### src/rtl/irq_trap_ctrl_pkg.sv
// Shared types and constants for the machine-mode interrupt/trap sequencer.
package trap_pkg;
  typedef enum logic [1:0] {RUN = 2'd0, SLEEP = 2'd1, TRAP = 2'd2} state_e;

  localparam int MCAUSE_MEI     = 11;
  localparam int MCAUSE_MTI     = 7;
  localparam int MIP_MEIP       = 11;
  localparam int MIP_MTIP       = 7;
  localparam int MSTATUS_MIE    = 3;
  localparam int MSTATUS_MPIE   = 7;
  localparam int MSTATUS_MPP_LO = 11;
  localparam int MSTATUS_MPP_HI = 12;

  localparam int NUM_IRQ = 2;
  localparam int IRQ_EXT = 0;
  localparam int IRQ_TMR = 1;
  localparam int CAUSE_W = 5;

  // External beats timer whenever both are enabled and pending.
  function automatic logic [CAUSE_W-1:0] sel_cause(input logic mei_en);
    return mei_en ? CAUSE_W'(MCAUSE_MEI) : CAUSE_W'(MCAUSE_MTI);
  endfunction
endpackage

### src/rtl/irq_trap_ctrl_sync.sv
// Multi-flop synchroniser for one asynchronous interrupt level.
module irq_sync #(
  parameter int STAGES = 2
) (
  input  logic clk,
  input  logic rst,
  input  logic i_async,
  output logic o_sync
);
  logic [STAGES-1:0] r_chain;

  always_ff @(posedge clk or posedge rst) begin
    if (rst) r_chain <= '0;
    else     r_chain <= {r_chain[STAGES-2:0], i_async};
  end

  assign o_sync = r_chain[STAGES-1];
endmodule

### src/rtl/irq_trap_ctrl.sv
// Machine-mode IRQ sampling, arbitration, WFI sleep/wake, trap entry and MRET return
// sequencing beside the EX stage.
module irq_trap_ctrl
  import trap_pkg::*;
#(
  parameter int XLEN        = 32,
  parameter int SYNC_STAGES = 2
) (
  input  logic            clk,
  input  logic            rst,
  input  logic            ext_irq,
  input  logic            tmr_irq,
  input  logic            mstatus_mie,
  input  logic [XLEN-1:0] mie_i,
  input  logic [XLEN-1:0] mtvec_i,
  input  logic [XLEN-1:0] mepc_i,
  input  logic            ex_valid,
  input  logic [XLEN-1:0] ex_pc,
  input  logic            ex_wfi,
  input  logic            ex_mret,
  input  logic            mem_busy,
  output logic [XLEN-1:0] mip_o,
  output logic            stall_o,
  output logic            flush_o,
  output logic            redirect_o,
  output logic [XLEN-1:0] redirect_pc_o,
  output logic            trap_we_o,
  output logic            mret_we_o,
  output logic [XLEN-1:0] mepc_o,
  output logic [XLEN-1:0] mcause_o
);
  localparam logic [XLEN-1:0] IRQ_MASK = XLEN'(32'h880);
  localparam logic [XLEN-1:0] PC_ALIGN = ~XLEN'(3);

  logic [NUM_IRQ-1:0] w_irq_raw, w_irq_sync;
  logic [XLEN-1:0]    w_mip, w_masked, w_wfi_pc_inc;
  logic               w_pend, w_take, w_go, w_mei_en;

  state_e             r_state, w_state_nxt;
  logic [XLEN-1:0]    r_mepc, w_mepc_nxt;
  logic [XLEN-1:0]    r_wfi_pc, w_wfi_pc_nxt;
  logic [CAUSE_W-1:0] r_cause, w_cause_nxt;

  assign w_irq_raw = {tmr_irq, ext_irq};

  generate
    for (genvar g = 0; g < NUM_IRQ; g++) begin : g_sync
      irq_sync #(.STAGES(SYNC_STAGES)) u_sync (
        .clk    (clk),
        .rst    (rst),
        .i_async(w_irq_raw[g]),
        .o_sync (w_irq_sync[g])
      );
    end
  endgenerate

  always_comb begin
    w_mip           = '0;
    w_mip[MIP_MEIP] = w_irq_sync[IRQ_EXT];
    w_mip[MIP_MTIP] = w_irq_sync[IRQ_TMR];
  end

  assign mip_o        = w_mip;
  assign w_masked     = w_mip & mie_i & IRQ_MASK;
  assign w_pend       = |w_masked;
  assign w_take       = w_pend & mstatus_mie;
  assign w_mei_en     = w_masked[MIP_MEIP];
  assign w_go         = ex_valid & ~mem_busy;
  assign w_wfi_pc_inc = r_wfi_pc + XLEN'(4);

  always_ff @(posedge clk or posedge rst) begin
    if (rst) begin
      r_state  <= RUN;
      r_mepc   <= '0;
      r_wfi_pc <= '0;
      r_cause  <= '0;
    end else begin
      r_state  <= w_state_nxt;
      r_mepc   <= w_mepc_nxt;
      r_wfi_pc <= w_wfi_pc_nxt;
      r_cause  <= w_cause_nxt;
    end
  end

  always_comb begin
    w_state_nxt  = r_state;
    w_mepc_nxt   = r_mepc;
    w_wfi_pc_nxt = r_wfi_pc;
    w_cause_nxt  = r_cause;
    case (r_state)
      RUN: begin
        // MRET outranks a pending IRQ so the restored MIE is seen next cycle.
        if (w_go && !ex_mret) begin
          if (w_take) begin
            w_state_nxt = TRAP;
            w_mepc_nxt  = ex_pc;
            w_cause_nxt = sel_cause(w_mei_en);
          end else if (ex_wfi) begin
            w_state_nxt  = SLEEP;
            w_wfi_pc_nxt = ex_pc;
          end
        end
      end
      SLEEP: begin
        if (w_pend) begin
          if (!mstatus_mie) begin
            w_state_nxt = RUN;
          end else if (!mem_busy) begin
            w_state_nxt = TRAP;
            w_mepc_nxt  = w_wfi_pc_inc;
            w_cause_nxt = sel_cause(w_mei_en);
          end
        end
      end
      TRAP:    w_state_nxt = RUN;
      default: w_state_nxt = RUN;
    endcase
  end

  always_comb begin
    stall_o       = 1'b0;
    flush_o       = 1'b0;
    redirect_o    = 1'b0;
    redirect_pc_o = '0;
    trap_we_o     = 1'b0;
    mret_we_o     = 1'b0;
    mepc_o        = '0;
    mcause_o      = '0;
    // Outputs are held at zero while reset is asserted so no partial CSR write escapes.
    if (!rst) begin
      case (r_state)
        RUN: begin
          if (w_go && ex_mret) begin
            flush_o       = 1'b1;
            redirect_o    = 1'b1;
            redirect_pc_o = mepc_i & PC_ALIGN;
            mret_we_o     = 1'b1;
          end else if (w_go && !w_take && ex_wfi) begin
            stall_o = 1'b1;
          end
        end
        SLEEP: stall_o = 1'b1;
        TRAP: begin
          flush_o       = 1'b1;
          redirect_o    = 1'b1;
          redirect_pc_o = mtvec_i & PC_ALIGN;
          trap_we_o     = 1'b1;
          mepc_o        = r_mepc;
          mcause_o      = {1'b1, {(XLEN-1-CAUSE_W){1'b0}}, r_cause};
        end
        default: ;
      endcase
    end
  end
endmodule

### config.mk
export PLATFORM = sky130hd
export DESIGN_NAME = irq_trap_ctrl
export DESIGN_NICKNAME = d
export VERILOG_FILES = /design/src/rtl/irq_trap_ctrl_pkg.sv /design/src/rtl/irq_trap_ctrl_sync.sv /design/src/rtl/irq_trap_ctrl.sv
export SDC_FILE = /design/constraint.sdc
export NUM_CORES = 1
export LEC_CHECK = 0
export BUFFER_PORTS_ARGS = -buffer_cell sky130_fd_sc_hd__buf_2
export CAP_MARGIN = 25
export CORE_UTILIZATION = 30
export CTS_CLUSTER_SIZE = 8
export DETAILED_ROUTE_END_ITERATION = 7
export PLACE_DENSITY = 0.67
export SYNTH_ARGS = -nofsm -noshare
export SYNTH_HDL_FRONTEND = slang
export SYNTH_SLANG_ARGS = --single-unit
### constraint.sdc
create_clock -name clk -period 5.4 [get_ports clk]
set_clock_uncertainty 0.05 [all_clocks]
set_input_delay 0.81 -clock clk [delete_from_list [all_inputs] [get_ports clk]]
set_output_delay 0.81 -clock clk [all_outputs]
set_load 0.03 [all_outputs]
After elaboration in Yosys (flattened, before gate mapping)
Cells that the tools add are included.
- flip-flop bits (word level): 75
- bits of input ports: 137
- output and inout port bits: 133
- logic and storage cells: 71
- $add $sub $neg: 1
- equal/unequal tests: 9
- multiplexer cells: 38
- bitwise operators: 5
- reductions and logical operators: 12
- operator list (operator ; count):
    $mux W32 ; 11
    $pmux W32 S2 ; 2
    $add A32 B3 Y32 const B ; 1
    $mux W5 ; 5
    $and A12 B12 Y12 ; 1
    $mux W2 ; 6
    $ne A2 B2 Y1 const B ; 5
    $pmux W5 S2 ; 1
    $mux W1 ; 9
    $reduce_and A4 Y1 ; 2
    $ne A3 B3 Y1 const B ; 2
    $reduce_and A6 Y1 ; 1
    $logic_and A1 B1 Y1 ; 4
    $mux W4 ; 1
    $pmux W1 S2 ; 2
    $pmux W2 S2 ; 1
    $and A1 B1 Y1 ; 2
    $eq A2 B1 Y1 const B ; 1
    $eq A2 B2 Y1 const B ; 1
    $logic_not A1 Y1 ; 2
    $logic_not A2 Y1 ; 1
    $not A1 Y1 ; 2
    $reduce_bool A2 Y1 ; 1
    $reduce_or A2 Y1 ; 1

Depth between registers and ports, before layout
Gate-level depths: netlist of run 1.
- depth in word-level cells: 10
- gate-level depth with buffers: 7

By module
A second synthesis of run 1 with hierarchy kept.
- cells, all modules: 529
- area total of the unflattened synthesis: 4654.5 sq um
- modules (own cells, without submodules) (module ; instances ; cells an instance ; area an instance (sq um)):
    irq_trap_ctrl ; 1 ; 523 ; 4546.9
    irq_sync ; 2 ; 3 ; 53.8

Least setup slack after synthesis of run 1
No wires, ideal clock.
- kind: in2out
- start: input port rst
- end: output port redirect_o
- data arrival time: 3.361 ns
- required time: 4.540 ns
- slack: 1.179 ns
- cell stages on the path: 4
- path through: inv_1 and3_1 or2_2 buf_4
- longest elaborated chain between the ends: 1
- RTL lines (what ; RTL line ; RTL):
    start: declaration ; irq_trap_ctrl.sv:10 ; input logic rst,
    $mux W1 ; - ;
    end: declaration ; irq_trap_ctrl.sv:25 ; output logic redirect_o,
Every way passes these cells.

Worst setup path in the final report of run 1
- start: input port mem_busy
- end: output port redirect_pc_o[17]
- longest elaborated chain between the ends: 6
- RTL lines (what ; RTL line ; RTL):
    start: declaration ; irq_trap_ctrl.sv:21 ; input logic mem_busy,
    $not A1 Y1 ; irq_trap_ctrl.sv:68 ; assign w_go = ex_valid & ~mem_busy;
    $and A1 B1 Y1 ; irq_trap_ctrl.sv:68 ;
    $logic_and A1 B1 Y1 ; irq_trap_ctrl.sv:133 ; if (w_go && ex_mret) begin
    $mux W32 ; irq_trap_ctrl.sv:133 ;
    $pmux W32 S2 ; irq_trap_ctrl.sv:131 ; case (r_state)
    $mux W32 ; irq_trap_ctrl.sv:130 ; if (!rst) begin
    end: declaration ; irq_trap_ctrl.sv:26 ; output logic [XLEN-1:0] redirect_pc_o,
Every way passes these cells.

==> results.json, run 1 <==
{
  "hold_path_class": "register to register",
  "postCtsSetupRepairBufs": 0,
  "syn_inst": 540,
  "pre_cts_slack_ns": 1.93,
  "synth_async_sr_flop_share_pct": 100,
  "synth-edff-count": 0,
  "ys_seq_elements": 73,
  "syn-cell-area_um2": 4850,
  "p_seq_share_pct": 44.0,
  "cts_tree": "yes",
  "fmax_mhz": 287,
  "crit_required_ns": 4.54,
  "cts-root-buf": "clkbuf_16",
  "cellPowerDensity_nw_per_um2": 328,
  "switching_power_uw": 663,
  "ir_drop_v": 0.000171,
  "die_h_um": 129,
  "drive_gt1_share_pct": 37.0,
  "power.leakage_nw": 3.04,
  "synth.top_cell.area_share_pct": 37.7,
  "p_int_mw": 1.29,
  "design.core.area_um2": 15800,
  "die_area_um2": 16700,
  "clkLatencyLatePin_ns": 0.34,
  "yosysMostFrequentCell": "dfrtp_1",
  "yosys_warnings": 0,
  "grt_max_degree": 74,
  "synth_cell_types": 58,
  "synth.largest_area_cell": "dfrtp_1",
  "p_clk_share_pct": 31.5,
  "ys_seq_area_share_pct": 37.7,
  "routabilityCongestion": 0.782,
  "drv_cap": 0,
  "met2_usage_pct": 28.6,
  "period_share_pct": 64.6,
  "relSlewSlack_pct": 44.0,
  "setup_viol": 0,
  "crit_fanout": 20,
  "cts_sinks": 73,
  "layout.nets": 831,
  "final_util_pct": 37.5,
  "drtAntennaViolNets": 0,
  "wl_per_cell_um": 15.4,
  "drtIter0Drc": 162,
  "drv_slew": 0,
  "synthToLayoutAreaGrowth_pct": 22.6,
  "num_io_pins": 270,
  "grt_pass1_wl_um": 20600,
  "start_kind": "primary input",
  "wl_um": 14100,
  "fp.dieW_um": 129,
  "period_minus_slack_ns": 3.49,
  "floorplan.initialDensity_pct": 30.6,
  "worst-setup-path-type": "primary input to primary output",
  "arrival_ns": 2.63,
  "dp_cells": 897,
  "met3_usage_pct": 2.97,
  "cts_buffer_depth": 2,
  "path_clk_slew_ns": 0.05,
  "pwr-share-comb_pct": 24.5,
  "numCtsBuffers": 9,
  "fin_ws_ns": 1.91,
  "cts_resized": 0,
  "rsz0062_at_grt": "false",
  "grt_overflow_total": 0,
  "p_sw_share_pct": 34.0,
  "drtPass1Iterations": 5,
  "vias_per_cell": 4.69,
  "syn_avg_cell_area_um2": 8.97,
  "antenna_found_initial": 2,
  "core.rowCount": 46,
  "status": "finished clean",
  "hold_violations": 0,
  "cts_max_level": 3,
  "instances_no_fill": 915,
  "grt_pass1_vias": 3703,
  "top_usage_layer": "met2",
  "crit_path_end_kind": "primary output",
  "r2r_slack_ns": 2.95,
  "use_met1_pct": 20.9,
  "grt_usage_pct": 16.6,
  "tns_ns": 0,
  "synth.top_cells.by_count": "73 x dfrtp_1, 65 x buf_4, 56 x nor2_1",
  "port_buffers": 176,
  "vias": 4288,
  "synthFlopType": "dfrtp_1",
  "synthTopCellsByArea": "dfrtp_1 38%, buf_4 10%, mux2_2 6.5%",
  "hold_buffers": 0,
  "drc": 0,
  "dp_hpwl_um": 10400,
  "worst_pin_slew_ns": 0.836
}
## layout by cell type (no fill, tap or decap), types with 2 or more instances in the layout
| cell type | count |
|---|---|
| nor3_1 | 6 |
| a21oi_1 | 15 |
| conb_1 | 59 |
| nand4_4 | 2 |
| dfrtp_1 | 73 |
| a22oi_1 | 30 |
| nor4_4 | 2 |
| buf_2 | 176 |
| nor2_1 | 55 |
| inv_1 | 5 |
| nor4_1 | 2 |
| o21a_1 | 2 |
| xor2_1 | 11 |
| xnor2_1 | 9 |
| o22ai_1 | 2 |
| nand4_1 | 8 |
| a31oi_1 | 5 |
| and3_1 | 40 |
| nand2b_1 | 2 |
| clkinvlp_4 | 2 |
| o21ai_0 | 29 |
| and4_1 | 2 |
| nand3_1 | 17 |
| o21ai_1 | 3 |
| o211ai_1 | 5 |
| o22ai_2 | 2 |
| nand2_1 | 48 |
| nor2_2 | 2 |
| mux2_2 | 28 |
| or2_2 | 4 |
| a31o_2 | 2 |
| mux2i_1 | 3 |
| clkbuf_16 | 9 |
| buf_4 | 9 |
| and2_1 | 2 |
## power groups by stage
stage | clock network, mW | logic, mW | registers [mW]
final | 0.613 | 0.478 | 0.858
after global routing | 0.647 | 0.534 | 0.884
after global placement | 0 | 0.469 | 0.857
after CTS | 0.628 | 0.480 | 0.858
after detailed placement | 0 | 0.477 | 0.867
after floorplan | 0 | 0.423 | 0.816
## routing by layer
layer	part of all wire [%]	vias up
met4	1.4	0
li1	-	2070
met2	50	186
met3	6.0	16
met5	0	-
met1	42	2016
## worst max-delay path, stage by stage
cell and delay (ns):
buf_2 0.12, nor4b_2 0.31, and2_1 0.64, buf_4 0.31
a22oi_1 0.10, nor2_1 0.12, buf_2 0.21
## registers in the layout (all words and copies together) (netlist names)
name,count
r_cause,3
r_mepc,32
g_sync.u_sync.r_chain,4
r_state,2
r_wfi_pc,32
## layout make-up
type | instances | area, µm²
fill | 1668 | 9890
multi-input combinational | 417 | 2540
sequential | 73 | 1830
timing repair buffer | 186 | 976
tap | 216 | 270
clock buffer | 11 | 243
clock inverter | 5 | 62.6
inverter | 6 | 22.5
antenna | 1 | 2.50
## per-stage QoR
step           hold WS [ns]  area (µm²)  power, mW
6_report              0.295        5940       1.95
5_1_grt               0.312        5940       2.07
4_1_cts               0.299        5910       1.97
3_5_place_dp          0.286        5610       1.34
3_3_place_gp          0.283        5610       1.33
2_1_floorplan         0.281        5060       1.24
## cell families after synthesis
logic type      Yosys count  share of synthesized area [%]
mux                      31                           7.13
simple gates            203                           22.6
buf+inv                 108                           14.5
compound gates          102                           13.8
fa+ha+maj                 1                          0.258
flops                    73                           37.7
xor+xnor                 21                           3.95
other cells               1                         0.0774
## path summary, 6_finish.rpt
check / from / cells past startpoint / end
max reg2reg: r_state[1]$_DFFE_PP0P_ / 7 / r_mepc[20]$_DFFE_PP0P_
max in group asynchronous: rst / 4 / r_wfi_pc[3]$_DFFE_PP0P_
max: mem_busy / 7 / redirect_pc_o[17]
min: g_sync[1].u_sync.r_chain[0]$_DFF_PP0_ / 0 / g_sync[1].u_sync.r_chain[1]$_DFF_PP0_
min reg2reg: g_sync[1].u_sync.r_chain[0]$_DFF_PP0_ / 0 / g_sync[1].u_sync.r_chain[1]$_DFF_PP0_
min in group asynchronous: rst / 3 / r_mepc[26]$_DFFE_PP0P_
No activity file was read; power rests on OpenSTA's default activity.
==> inputs of run 2 (changes only) <==
--- a/config.mk
+++ b/config.mk
@@ -10,7 +10,7 @@
 export CORE_UTILIZATION = 30
 export CTS_CLUSTER_SIZE = 8
 export DETAILED_ROUTE_END_ITERATION = 7
-export PLACE_DENSITY = 0.67
+export PLACE_DENSITY = 0.69
 export SYNTH_ARGS = -nofsm -noshare
 export SYNTH_HDL_FRONTEND = slang
 export SYNTH_SLANG_ARGS = --single-unit
==> constraint.sdc (replaced) <==
create_clock -name clk -period 3 [get_ports clk]
set_clock_uncertainty 0.05 [all_clocks]
set_input_delay 0.45 -clock clk [delete_from_list [all_inputs] [get_ports clk]]
set_output_delay 0.45 -clock clk [all_outputs]
set_load 0.03 [all_outputs]
==> run 2 against run 1 <==
Effect of this change:
- sequential share of layout area fell by 0.47 points
- cell count grew 0.44%
- die area stayed put
- global-route usage up 0.28 points
- non-clock buffer count increased by 5
- first-iteration DRC count rose by 17%
- count of clock-buffer cells in the layout decreased by 1
- combinational power is 83% higher
- clock power rose by 110%
- routed wire length rose by 3.8%
- highest routed layer unchanged
==> results.json, run 2 (synthesis results as in run 1) <==
{
  "crit_slowest_cell": "dfrtp_1",
  "drtIter0Drc": 189,
  "tns_ns": 0,
  "crit_path_end_kind": "primary output",
  "wl_um": 14600,
  "routabilityCongestion": 0.795,
  "path_buf_inv": 2,
  "grt_usage_pct": 16.9,
  "reg2reg_from": "r_state[1]$_DFFE_PP0P_",
  "grt_pass1_vias": 3830,
  "drtPass1Iterations": 4,
  "vias_per_cell": 4.72,
  "grt_pass1_wl_um": 21300,
  "final_cell_mix": "176 x buf_2, 73 x dfrtp_1, 59 x conb_1",
  "postCtsSetupRepairBufs": 0,
  "insertedDiodeCount": 0,
  "worst_pin_slew_ns": 0.764,
  "dp_hpwl_um": 10900,
  "period_share_pct": 88.8,
  "cts_buffer_depth": 2,
  "wl_per_cell_um": 15.9,
  "die_h_um": 129,
  "layout.nets": 836,
  "cts_max_level": 3,
  "cpLargestDelayFamily": "simple AND/OR/NAND/NOR gates",
  "period_minus_slack_ns": 2.66,
  "grt_overflow_total": 0,
  "hold_buffers": 0,
  "port_buffers": 176,
  "nFillCells": 1647,
  "fmax_mhz": 375,
  "cts_sinks": 73,
  "cts_resized": 0,
  "worstPathCellList": "nor4b_2 > and2_1 > buf_4 > a22oi_1 > nor2_1 > buf_2",
  "relSlewSlack_pct": 48.7,
  "final_common_cell": "buf_2",
  "whs_ns": 0.168,
  "drv_cap": 0,
  "clkLatencyLatePin_ns": 0.34,
  "hold_violations": 0,
  "hold_path_class": "primary input to register",
  "cts-root-buf": "clkbuf_16",
  "synthToLayoutAreaGrowth_pct": 24.5,
  "numCtsBuffers": 9,
  "rsz0062_at_grt": "false",
  "crit_required_ns": 2.50,
  "path_clk_slew_ns": 0.06,
  "num_io_pins": 270,
  "setup_viol": 0,
  "ir_drop_v": 0.000328,
  "top_regs": "r_mepc (32), r_wfi_pc (32), g_sync.u_sync.r_chain (4)",
  "crit_fanout": 30,
  "fp.dieW_um": 129,
  "r2r_slack_ns": 0.76,
  "worst_path_largest_cell_delay_ns": 0.46,
  "start_kind": "register",
  "arrival_ns": 2.16,
  "crit_start": "r_state[0]$_DFFE_PP0P_",
  "status": "finished clean",
  "die_area_um2": 16700,
  "drv_slew": 0,
  "worst-setup-path-type": "register to primary output",
  "grt_max_degree": 74,
  "cts_tree": "yes",
  "power.leakage_nw": 3.08,
  "core.rowCount": 46,
  "vias": 4339,
  "antenna_found_initial": 0,
  "cellPowerDensity_nw_per_um2": 612,
  "drive_gt1_share_pct": 37.7,
  "drtAntennaViolNets": 0,
  "design.core.area_um2": 15800,
  "drc": 0,
  "hp-start": "tmr_irq",
  "floorplan.initialDensity_pct": 30.6
}
run 2: cell types whose count changed in the layout (fill, tap and decap cells not counted), sizes merged:
cell	change
clkbuf	-1
clkinvlp	-1
bufinv	+2
buf	+5
diode	-1
run 2: area by class of cell:
cell class                 instances  area, µm²  area share (%)
inverter                           6       26.3           0.435
sequential                        73       1830            30.3
clock inverter                     6        113            1.87
timing repair buffer             191       1010            16.8
tap                              216        270            4.48
clock buffer                      10        239            3.96
multi-input combinational        417       2550            42.2
run 2: final timing paths:
path / to / cells after the start
worst max-delay path: redirect_pc_o[7] / 6
worst min-delay path: g_sync[1].u_sync.r_chain[0]$_DFF_PP0_ / 1
worst max register to register: r_mepc[22]$_DFFE_PP0P_ / 8
worst min register to register: g_sync[1].u_sync.r_chain[1]$_DFF_PP0_ / 0
max in group asynchronous: g_sync[0].u_sync.r_chain[1]$_DFF_PP0_ / 4
min in group asynchronous: r_wfi_pc[4]$_DFFE_PP0P_ / 4
run 2: power by group:
part	switching [mW]	leakage, nW	internal, mW
sequential	0.270	0.890	1.28
combinational	0.499	2.02	0.374
clock	0.435	0.173	0.840
total	1.20	3.08	2.49
run 2: routing by layer:
metal  track usage (%)  part of all wire [%]  vias up
met5                 0                     0        -
met4              4.98                   1.4        0
met3              2.64                   4.8       12
met2              30.6                    52      165
met1              20.7                    42     2076
li1                  -                     -     2086
run 2: worst register-to-register path, cell delays in order, from the launching register on:
cell and delay [ns]:
dfrtp_1 0.40, buf_4 0.21, nor2_1 0.10, o21ai_0 0.08, or2_2 0.29, inv_1 0.07, buf_4 0.21, nand2_1 0.39
o211ai_1 0.34
run 2: stage by stage:
stage | setup WS, ns | cell area [µm²] | power [mW] | instances | util (%)
finish | 0.336 | 6030 | 3.69 | 919 | 38.1
global route | 0.230 | 6030 | 3.89 | 919 | 38.1
CTS | 0.295 | 6010 | 3.71 | 918 | 38.0
detailed placement | 0.611 | 5660 | 2.43 | 902 | 35.7
global placement | 0.663 | 5660 | 2.40 | 902 | 35.7
floorplan | 0.0150 | 5070 | 2.23 | 598 | -
